**config.mk**
```make
export PLATFORM = sky130hd
export DESIGN_NAME = mem_bus_arbiter_flat
export DESIGN_NICKNAME = d
export VERILOG_FILES = /design/src/rtl/mem_bus_arbiter_if.sv /design/src/rtl/mem_bus_arbiter.sv /design/src/flat_wrapper.sv
export SDC_FILE = /design/constraint.sdc
export NUM_CORES = 1
export LEC_CHECK = 0
export ABC_AREA = 1
export CAP_MARGIN = 10
export CELL_PAD_IN_SITES_DETAIL_PLACEMENT = 2
export CELL_PAD_IN_SITES_GLOBAL_PLACEMENT = 2
export CORE_MARGIN = 5
export CORE_UTILIZATION = 23
export DETAILED_ROUTE_END_ITERATION = 10
export GPL_TIMING_DRIVEN = 0
export PLACE_DENSITY_LB_ADDON = 0.1
export SLEW_MARGIN = 20
export SYNTH_ARGS = -nofsm -noshare
export SYNTH_HDL_FRONTEND = slang
export SYNTH_SLANG_ARGS = --single-unit
```
**constraint.sdc**
```tcl
create_clock -name clk -period 4.5 [get_ports clk]
set_input_delay 0.9 -clock clk [delete_from_list [all_inputs] [get_ports clk]]
set_output_delay 0.9 -clock clk [all_outputs]
set_load 0.1 [all_outputs]
```
**src/rtl/mem_bus_arbiter_if.sv**
```systemverilog
// rtl/mem_bus_arbiter_if.sv - fetch/data master and external memory bus signals of mem_bus_arbiter
// master: arbiter view (drives bus and completions); slave: masters and memory view.
interface mem_bus_arbiter_if;
  logic        i_req;
  logic [31:0] i_addr;
  logic [31:0] i_rdata;
  logic        i_ready;
  logic        d_req;
  logic [3:0]  d_wen;
  logic [31:0] d_addr;
  logic [31:0] d_wdata;
  logic [31:0] d_rdata;
  logic        d_ready;
  logic        bus_req;
  logic [3:0]  bus_wen;
  logic [31:0] bus_addr;
  logic [31:0] bus_wdata;
  logic [31:0] bus_rdata;
  logic        bus_ack;
  logic        err;

  modport master (
    input  i_req, i_addr, d_req, d_wen, d_addr, d_wdata, bus_rdata, bus_ack,
    output i_rdata, i_ready, d_rdata, d_ready, bus_req, bus_wen, bus_addr, bus_wdata, err
  );

  modport slave (
    output i_req, i_addr, d_req, d_wen, d_addr, d_wdata, bus_rdata, bus_ack,
    input  i_rdata, i_ready, d_rdata, d_ready, bus_req, bus_wen, bus_addr, bus_wdata, err
  );
endinterface

```
**src/rtl/mem_bus_arbiter.sv**
```systemverilog
// rtl/mem_bus_arbiter.sv - two-master arbiter/sequencer for the shared data-memory bus
// Define MEM_ARB_RR_EN for round-robin arbitration; otherwise data has fixed priority over fetch.
module mem_bus_arbiter #(
  parameter int unsigned TIMEOUT = 255
) (
  input logic               clk,
  input logic               rst,
  mem_bus_arbiter_if.master mb
);

  typedef enum logic [1:0] {
    IDLE = 2'd0,
    BUSY = 2'd1,
    RESP = 2'd2
  } state_t;

  localparam logic [15:0] CNT_LAST = 16'(TIMEOUT - 1);

  state_t      state_q, state_d;
  logic        owner_q, owner_d;
  logic [15:0] cnt_q, cnt_d;
  logic        bus_req_q, bus_req_d;
  logic [3:0]  bus_wen_q, bus_wen_d;
  logic [31:0] bus_addr_q, bus_addr_d;
  logic [31:0] bus_wdata_q, bus_wdata_d;
  logic [31:0] resp_q, resp_d;
  logic        i_ready_q, i_ready_d;
  logic        d_ready_q, d_ready_d;
  logic        err_q, err_d;
  logic        pick_data;

`ifdef MEM_ARB_RR_EN
  // last_q = 1 when data was granted last; fetch wins the next contested grant.
  logic        last_q, last_d;
  assign pick_data = mb.d_req && (!mb.i_req || !last_q);
`else
  assign pick_data = mb.d_req;
`endif

  always_comb begin
    state_d     = state_q;
    owner_d     = owner_q;
    cnt_d       = cnt_q;
    bus_req_d   = bus_req_q;
    bus_wen_d   = bus_wen_q;
    bus_addr_d  = bus_addr_q;
    bus_wdata_d = bus_wdata_q;
    resp_d      = resp_q;
    i_ready_d   = 1'b0;
    d_ready_d   = 1'b0;
    err_d       = 1'b0;
`ifdef MEM_ARB_RR_EN
    last_d      = last_q;
`endif
    case (state_q)
      IDLE: begin
        if (mb.i_req || mb.d_req) begin
          owner_d   = pick_data;
          bus_req_d = 1'b1;
          cnt_d     = 16'd0;
          state_d   = BUSY;
`ifdef MEM_ARB_RR_EN
          last_d    = pick_data;
`endif
          if (pick_data) begin
            bus_wen_d   = mb.d_wen;
            bus_addr_d  = mb.d_addr;
            bus_wdata_d = mb.d_wdata;
          end else begin
            bus_wen_d   = 4'h0;
            bus_addr_d  = mb.i_addr;
            bus_wdata_d = 32'h0;
          end
        end
      end
      BUSY: begin
        if (mb.bus_ack) begin
          resp_d    = mb.bus_rdata;
          bus_req_d = 1'b0;
          i_ready_d = !owner_q;
          d_ready_d = owner_q;
          state_d   = RESP;
        end else if (cnt_q == CNT_LAST) begin
          // abort: the owner still gets its ready pulse, flagged with err and zero data
          resp_d    = 32'h0;
          bus_req_d = 1'b0;
          err_d     = 1'b1;
          i_ready_d = !owner_q;
          d_ready_d = owner_q;
          state_d   = RESP;
        end else begin
          cnt_d = cnt_q + 16'd1;
        end
      end
      RESP: begin
        state_d = IDLE;
      end
      default: begin
        state_d = IDLE;
      end
    endcase
  end

  always_ff @(posedge clk) begin
    if (!rst) begin
      state_q     <= IDLE;
      owner_q     <= 1'b0;
      cnt_q       <= 16'd0;
      bus_req_q   <= 1'b0;
      bus_wen_q   <= 4'h0;
      bus_addr_q  <= 32'h0;
      bus_wdata_q <= 32'h0;
      resp_q      <= 32'h0;
      i_ready_q   <= 1'b0;
      d_ready_q   <= 1'b0;
      err_q       <= 1'b0;
`ifdef MEM_ARB_RR_EN
      last_q      <= 1'b0;
`endif
    end else begin
      state_q     <= state_d;
      owner_q     <= owner_d;
      cnt_q       <= cnt_d;
      bus_req_q   <= bus_req_d;
      bus_wen_q   <= bus_wen_d;
      bus_addr_q  <= bus_addr_d;
      bus_wdata_q <= bus_wdata_d;
      resp_q      <= resp_d;
      i_ready_q   <= i_ready_d;
      d_ready_q   <= d_ready_d;
      err_q       <= err_d;
`ifdef MEM_ARB_RR_EN
      last_q      <= last_d;
`endif
    end
  end

  assign mb.bus_req   = bus_req_q;
  assign mb.bus_wen   = bus_wen_q;
  assign mb.bus_addr  = bus_addr_q;
  assign mb.bus_wdata = bus_wdata_q;
  assign mb.i_rdata   = resp_q;
  assign mb.d_rdata   = resp_q;
  assign mb.i_ready   = i_ready_q;
  assign mb.d_ready   = d_ready_q;
  assign mb.err       = err_q;

endmodule

```
**src/flat_wrapper.sv**
```systemverilog
// flat-port wrapper written by rule: the top's interface ports become plain ports
module mem_bus_arbiter_flat 
#(
  parameter int unsigned TIMEOUT = 255
)
  (clk, rst, mb_i_req, mb_i_addr, mb_d_req, mb_d_wen, mb_d_addr, mb_d_wdata, mb_bus_rdata, mb_bus_ack, mb_i_rdata, mb_i_ready, mb_d_rdata, mb_d_ready, mb_bus_req, mb_bus_wen, mb_bus_addr, mb_bus_wdata, mb_err);
  mem_bus_arbiter_if mb_i ();
  input logic clk;
  input logic rst;
  input wire logic [$bits(mb_i.i_req)-1:0] mb_i_req;
  input wire logic [$bits(mb_i.i_addr)-1:0] mb_i_addr;
  input wire logic [$bits(mb_i.d_req)-1:0] mb_d_req;
  input wire logic [$bits(mb_i.d_wen)-1:0] mb_d_wen;
  input wire logic [$bits(mb_i.d_addr)-1:0] mb_d_addr;
  input wire logic [$bits(mb_i.d_wdata)-1:0] mb_d_wdata;
  input wire logic [$bits(mb_i.bus_rdata)-1:0] mb_bus_rdata;
  input wire logic [$bits(mb_i.bus_ack)-1:0] mb_bus_ack;
  output wire logic [$bits(mb_i.i_rdata)-1:0] mb_i_rdata;
  output wire logic [$bits(mb_i.i_ready)-1:0] mb_i_ready;
  output wire logic [$bits(mb_i.d_rdata)-1:0] mb_d_rdata;
  output wire logic [$bits(mb_i.d_ready)-1:0] mb_d_ready;
  output wire logic [$bits(mb_i.bus_req)-1:0] mb_bus_req;
  output wire logic [$bits(mb_i.bus_wen)-1:0] mb_bus_wen;
  output wire logic [$bits(mb_i.bus_addr)-1:0] mb_bus_addr;
  output wire logic [$bits(mb_i.bus_wdata)-1:0] mb_bus_wdata;
  output wire logic [$bits(mb_i.err)-1:0] mb_err;
  assign mb_i.i_req = mb_i_req;
  assign mb_i.i_addr = mb_i_addr;
  assign mb_i.d_req = mb_d_req;
  assign mb_i.d_wen = mb_d_wen;
  assign mb_i.d_addr = mb_d_addr;
  assign mb_i.d_wdata = mb_d_wdata;
  assign mb_i.bus_rdata = mb_bus_rdata;
  assign mb_i.bus_ack = mb_bus_ack;
  assign mb_i_rdata = mb_i.i_rdata;
  assign mb_i_ready = mb_i.i_ready;
  assign mb_d_rdata = mb_i.d_rdata;
  assign mb_d_ready = mb_i.d_ready;
  assign mb_bus_req = mb_i.bus_req;
  assign mb_bus_wen = mb_i.bus_wen;
  assign mb_bus_addr = mb_i.bus_addr;
  assign mb_bus_wdata = mb_i.bus_wdata;
  assign mb_err = mb_i.err;
  mem_bus_arbiter #(.TIMEOUT(TIMEOUT)) u_core (.clk(clk), .rst(rst), .mb(mb_i));
endmodule
```
Word level (Yosys, flattened, before mapping)
Index checks and enable logic that the tools add are counted.

operators by class
  bitwise logic cells = 2
  $add $sub $neg = 1
  eq/ne operators = 6
  reductions and logical operators = 12
  multiplexer cells = 22

operators with widths
  operator                 number
  $mux W32                 4
  $mux W16                 3
  $pmux W16 S2             1
  $add A16 B1 Y16 const B  1
  $eq A16 B8 Y1 const B    1
  $mux W1                  8
  $reduce_and A2 Y1        4
  $mux W2                  3
  $mux W4                  1
  $ne A2 B2 Y1 const B     2
  $pmux W2 S2              1
  $reduce_and A4 Y1        1
  $reduce_bool A2 Y1       2
  $ne A3 B2 Y1 const B     1
  $reduce_and A3 Y1        1
  $reduce_or A3 Y1         1
  $eq A2 B1 Y1 const B     1
  $logic_not A2 Y1         1
  $ne A2 B1 Y1 const B     1
  $not A1 Y1               2
  $pmux W1 S2              1
  $logic_not A1 Y1         1
  $logic_or A1 B1 Y1       1

storage, ports and cells
  output and inout port bits = 136
  logic and storage cells = 54
  bits in registers = 123
  input bits = 137

Longest topological paths before layout
Gate-level depths: netlist of run 1.

  depth in word-level cells = 4
  gate-level depth with buffers = 12
  mapped depth without buffers = 10

Least setup slack after synthesis of run 1
Ideal clock, no wire load.

  path kind = reg2out
  from = reg u_core.resp_q[0], in the netlist u_core.mb.d_rdata[0]
  to = out mb_i_rdata[0]
  setup slack = 2226 ps
  cell stages (with the launch flop) = 2
  required time = 3600 ps
  arrival = 1374 ps
  path buffers = 1
  path through = dfxtp_1 buf_4

RTL lines
  what                    RTL line                source
  from (decl)             mem_bus_arbiter.sv:26   logic [31:0] resp_q, resp_d;
  from (signal assigned)  mem_bus_arbiter.sv:128  resp_q <= resp_d;
  to (decl)               flat_wrapper.sv:18      output wire logic [$bits(mb_i.i_rdata)-1:0] mb_i_rdata;

No word-level cell between the ends.

Worst setup path in the final report of run 1
  from = reg u_core.resp_q[0], in the netlist u_core.mb.d_rdata[0]
  to = out mb_i_rdata[0]

No word-level cell between the ends.

==> results.md, run 1 <==
* Status: finished clean
* Final setup viols at 0
* # nets final at 1116
* Cell Area, Synth at ~0.0054 sq mm
* Routed len/inst at between 15 and 20 um
* Crit path max fanout at 3
* VDD IR-drop max at ~0.00019 V
* Clock Power Share at 36.7%
* Synth Instances at roughly 690
* Crit share post-route at 65.9%
* Leakage at 3.44 nW
* Non-Filler Instances at approximately 1300
* Cell Int Power at 2.27 mW
* Layout cell share with drive strength beyond 1 at 10.8%
* P_sw at ~1.4 mW
* Post-CTS Hold Buffers at 0
* Synth area leaders: dfxtp_1 (46%), nand2_1 (12%), a21oi_1 (10%)
* Drc violations at 0
* Vias in the first global route at 6355
* Setup TNS at 0 ns
* GRT Total Usage at 17.5%
* Max_cap viols at 0
* 1st-iter DRT viols at 136
* Yosys top cell area share at a little under half
* RSZ-0062 raised after global routing: false
* Total Wirelength at roughly 23000 um
* DP Worst Slack at about 1.8 ns
* CP top delay family: buffers and inverters
* Yosys cell types at 28
* HP Class: reg2reg
* Setup Crit Path Kind: reg2out
* Total CTS buffers at 17
* Initial antenna violation count at 2
* Fmax at between 300 and 400 MHz
* Core area at 0.0228 sq mm
* Row count at 55
* N_diodes at 0
* CP Buf/Inv Count at 2
* Via/cell ratio at 4.45
* CP Capture Type: primary output
* Max incr delay on CP at 1.12 ns
* Worst Clk Skew at around 0.015 ns
* CTS tree: done
* Vert. Die Dim at 163 um
* Worst-Skew Late Latency at approximately 0.43 ns
* CTS resizes at 0
* Worst hold slack at roughly 0.46 ns
* Worst-path clk slew at 0.06 ns
* Via count at approximately 5800
* Die ar. at between 0.02 and 0.03 sq mm
* Flops & latches, synth at 123
* Setup Buffers After CTS at 0
* Final HPWL DP at 17900 um
* CTS max path bufs at 2
* PortBufs at roughly 270
* Clock tree root buffer cell: clkbuf_16
* Power share of the sequential group at about a third
* Worst setup margin at approximately 1.5 ns
* GP Congestion at 0.767
* Worst Path Arrival at between 2 and 2.5 ns
* Number of synthesis warnings at 0
* Max-slew violation count at 0
* Seq/Total Area, Yosys at between 40% and 50%
* Comb power frac at 30.7%
* Chip Width at around 160 um
* Area leader, netlist: dfxtp_1
* First-pass GRT wire length at between 30000 and 40000 um
* H-tree depth at 4
* Crit-path cells: buf_4, clkdlybuf4s50_1
* Initial core utilization at 23.5%
* Area Growth Syn to Fin at 68.7%
* Slew headroom at around 29%
* CP max-delay cell: clkdlybuf4s50_1
* Placed cell count at roughly 1300
* Worst-Margin Slew at 1.07 ns
* Drt pass-1 iters at 5
* Startpoint types: flop
* Minimum clock period at ~3 ns
* # IOs at about 270
* Clk sinks at approximately 120
* Switching Fraction at a little under 40%
* Routed Antenna Nets at 0
* CP required at 3.60 ns
* Cell Pwr Density at 408 mW/mm^2
* Gr ovfl total at 0
* Syn Area/Cell at about 7.8 sq um
* Largest net degree at the start of global routing at 17
* Syn_nets at about 830
* Hold Vio Cnt, Final at 0
==> cells by family after synthesis <==
| family | after synthesis | share of synthesized area (%) |
|---|---|---|
| xor+xnor | 1 | 0.164 |
| mux | 32 | 5.98 |
| flops | 123 | 46.0 |
| fa+ha+maj | 2 | 0.467 |
| compound gates | 146 | 13.7 |
| buf+inv | 97 | 10.3 |
| simple gates | 286 | 23.4 |
==> final cells by class <==
type                       instances  area (sq um)
timing repair buffer             271          2710
multi-input combinational        467          2340
buffer                            76           474
clock buffer                      18           439
clock inverter                    14           135
inverter                          21          78.8
sequential                       123          2460
fill                            2589         13700
tap                              313           392
==> layout by cell type, fill, tap and decap left out, types with 4 or more instances in the layout <==
cell type	n
mux2i_1	32
nor2_1	34
nand2_2	5
dfxtp_1	123
nand2_1	166
o21ai_0	35
buf_4	42
nor3_1	4
a21oi_1	109
nand4_1	5
clkdlybuf4s50_1	271
inv_1	17
buf_2	13
clkbuf_1	19
nand2_4	4
clkinvlp_4	4
clkbuf_16	17
inv_6	4
clkinv_4	4
nand3_1	58
==> per-layer routing <==
layer / track usage (%) / vias up / part of all wire (%)
met5: 0 / - / 0.15
met4: 4.54 / 4 / 0.95
met3: 7.37 / 18 / 7.9
met2: 31.5 / 146 / 52
met1: 18.8 / 2793 / 39
li1: - / 2836 / -
==> path summary, 6_finish.rpt <==
path	slack (ns)	endpoint	cells after the start	from
setup reg to reg	2.80	u_core.mb.d_rdata[11]$_SDFFE_PN0P_	6	u_core.state_q[1]$_SDFFE_PN0P_
hold / removal	0.46	u_core.mb.i_ready$_SDFF_PN0_	1	u_core.owner_q$_SDFFE_PN0P_
hold reg to reg	0.46	u_core.mb.i_ready$_SDFF_PN0_	1	u_core.owner_q$_SDFFE_PN0P_
setup / recovery	1.53	mb_i_rdata[0]	2	u_core.mb.d_rdata[0]$_SDFFE_PN0P_
==> worst register-to-register path, delay by kind of cell (launching register included) <==
family | cells | cell delay [ns]
buffers and inverters | 2 | 0.50
DFF | 1 | 0.31
and+or+nand+nor | 3 | 0.68
AOI/OAI and AO/OA | 1 | 0.15
==> Yosys cell counts <==
cell	number
dfxtp_1	123
nor2_4	2
nor2_1	34
nor3b_2	1
nor3b_1	2
or2_1	1
clkbuf_1	19
inv_1	17
nand2_1	166
nand3b_1	1
ha_1	2
nand2_4	4
xor2_1	1
nor3_1	4
a21oi_1	109
clkinv_1	1
nand4_1	5
o21bai_1	2
buf_4	42
buf_2	13
or2_2	1
inv_2	3
buf_6	2
nor2_2	2
mux2i_1	32
nand2_2	5
nand3_1	58
o21ai_0	35
==> power groups by stage <==
stage,Combinational (mW),Sequential [mW],Clock [mW]
floorplan,0.312,1.68,0
global placement,1.14,1.22,0
detailed placement,1.15,1.22,0
CTS,1.15,1.20,1.40
global route,1.19,1.21,1.45
finish,1.13,1.20,1.36
==> sequential cells by signal, indices dropped and copies added, names as in the netlist <==
register and count:
u_core.cnt_q 16, u_core.mb.bus_req 1, u_core.mb.i_ready 1, u_core.mb.bus_wdata 32, u_core.state_q 2, u_core.mb.d_rdata 32, u_core.mb.bus_wen 4, u_core.mb.d_ready 1
u_core.mb.err 1, u_core.owner_q 1, u_core.mb.bus_addr 32
==> metrics by stage <==
stage	total power [mW]	cell area [sq um]	utilization, %
6_report	3.69	9030	39.7
5_1_grt	3.85	9030	39.7
4_1_cts	3.75	9030	39.7
3_5_place_dp	2.37	8460	37.1
3_3_place_gp	2.36	8460	37.1
2_1_floorplan	1.99	5360	-
Power figures use the tool's default switching activity.
==> run 2, diff against run 1 <==
- CORE_UTILIZATION: 23 -> 19
- clock period: 4.5 -> 2.6 ns (I/O delays scaled with it)
==> run 2 against run 1 <==
Register-to-register slack worse by 1.9 ns; via count is 1.9% lower; sequential power is 73% higher; largest cell class unchanged.
==> results.md, run 2 (same netlist as run 1, synthesis figures left out) <==
* Commonest cells after routing, fill and taps aside: clkdlybuf4s50_1 (250), nand2_1 (166), dfxtp_1 (123)
* Worst-path clk slew at roughly 0.06 ns
* GRT Total Usage at 14.6%
* N_diodes at 0
* Minimum clock period at 2.54 ns
* Vias in the first global route at between 6000 and 7000
* Fmax at 393 MHz
* Max incr delay on CP at approximately 1.1 ns
* Worst hold slack at 0.462 ns
* Worst-Margin Slew at about 1.1 ns
* Row count at approximately 60
* Clk sinks at around 120
* Drc violations at 0
* Die ar. at about 0.032 sq mm
* HP Class: reg2reg
* First-pass GRT wire length at 35700 um
* Setup TNS at 0 ns
* Chip Width at about 180 um
* Leakage at ~3.7 nW
* Max_cap viols at 0
* Status: finished clean
* Worst-Skew Late Latency at about 0.42 ns
* H-tree depth at 4
* Total Wirelength at 23300 um
* CP top delay family: buffers and inverters
* Cell Pwr Density at 693 mW/mm^2
* Largest net degree at the start of global routing at 17
* Final setup viols at 0
* Fillers at approximately 3200
* Post-CTS Hold Buffers at 0
* Worst Path Arrival at between 2 and 2.5 ns
* Crit share post-route at between 90% and 100%
* Area Growth Syn to Fin at 70.7%
* Commonest non-fill, non-tap cell in the layout: clkdlybuf4s50_1
* Final HPWL DP at about 19000 um
* Final core occ at around 33%
* Hold Vio Cnt, Final at 0
* RSZ-0062 raised after global routing: false
* Reg2Reg Setup Slack at a little under 0.9 ns
* VDD IR-drop max at about 0.00035 V
* Placed cell count at between 1000 and 1500
* CP required at ~2.1 ns
* CP Capture Type: primary output
* Total CTS buffers at 17
* # IOs at around 270
* CP Buf/Inv Count at 2
* CTS tree: done
* Initial core utilization at between 10% and 20%
* CTS max path bufs at 2
* Core area at about 0.028 sq mm
* GP Congestion at 0.709
* Design Power at 6.34 mW
* Worst Clk Skew at between 0.01 and 0.015 ns
* PortBufs at about 270
* Initial antenna violation count at 3
* Startpoint types: flop
* Via/cell ratio at roughly 4.2
* # nets final at about 1100
* 1st-iter DRT viols at roughly 130
* Crit-path cells: buf_4, clkdlybuf4s50_1
* Non-Filler Instances at around 1400
* Gr ovfl total at 0
* Setup Crit Path Kind: reg2out
* Layout cell share with drive strength beyond 1 at a little over a tenth
* Routed Antenna Nets at 0
* Slew headroom at between 20% and 30%
* Crit path max fanout at 3
* Routed len/inst at about 17 um
* Drt pass-1 iters at 4
* Via count at between 5000 and 6000
* Vert. Die Dim at between 150 and 200 um
* CP max-delay cell: clkdlybuf4s50_1
* Clock tree root buffer cell: clkbuf_16
* Max-slew violation count at 0
-- run 2: cell count changes in the layout (fill, tap and decap cells not counted), sizes merged --
cell,delta
clkinvlp,+1
inv,+1
clkdlybuf4s50,-21
dlymetal6s2s,+17
clkinv,-2
dlygate4sd2,+4
-- run 2: final timing paths --
path                                        end                               start  depth (start not counted)
min              u_core.mb.bus_req$_SDFFE_PN0P_      u_core.mb.bus_req$_SDFFE_PN0P_                          2
max reg2reg  u_core.mb.d_rdata[13]$_SDFFE_PN0P_        u_core.cnt_q[0]$_SDFFE_PN0P_                         10
max                              mb_i_rdata[26]  u_core.mb.d_rdata[26]$_SDFFE_PN0P_                          2
min reg2reg      u_core.mb.bus_req$_SDFFE_PN0P_      u_core.mb.bus_req$_SDFFE_PN0P_                          2
-- run 2: routing by layer --
layer	share of wire (%)	vias to the layer above	GRT usage [%]
met5	0.15	-	0
met4	1.3	6	3.74
met3	8.3	20	6.35
met2	52	138	25.8
met1	39	2688	16.1
li1	-	2834	-
-- run 2: through the flow --
stage          cell area, sq um  setup slack [ns]
2_1_floorplan              5360             0.706
3_3_place_gp               8540             0.246
3_5_place_dp               8540             0.206
4_1_cts                    9100          0.000619
5_1_grt                    9150          0.000738
6_report                   9150            0.0553
-- run 2: final cells by class --
class	instances	area [sq um]	share of cell area [%]
Sequential cell	123	2460	26.9
Buffer	76	474	5.19
Clock inverter	14	136	1.49
Timing Repair Buffer	271	2750	30.1
Clock buffer	18	429	4.69
Tap cell	378	473	5.17
Inverter	21	78.8	0.862
Multi-Input combinational cell	467	2340	25.6
-- run 2: worst register-to-register path, stage by stage (launching register included) --
cell	delay (ns)
dfxtp_1	0.34
inv_1	0.13
ha_1	0.16
nand3_1	0.17
nor2_4	0.17
nand2_4	0.07
nand2_2	0.09
nand2_4	0.10
buf_4	0.21
nand2_1	0.07
a21oi_1	0.06
-- run 2: power by group --
| part | switching [mW] | internal (mW) | total [mW] |
|---|---|---|---|
| logic | 1.39 | 0.560 | 1.95 |
| registers | 0.0703 | 2.01 | 2.08 |
| clock network | 0.977 | 1.33 | 2.31 |
-- run 2: repair_timing --
item                                    in CTS  in global routing
setup buffers                                0                  0
endpoints found under the setup margin       4                 17
cloned                                       0                  0
resized for setup                            4                 17
==> run 3, diff against run 2 <==
- ABC_CLOCK_PERIOD_IN_PS: unset -> 2600
==> results of run 3 <==
No change in the layout: final DEF, timing and power equal those of run 2.
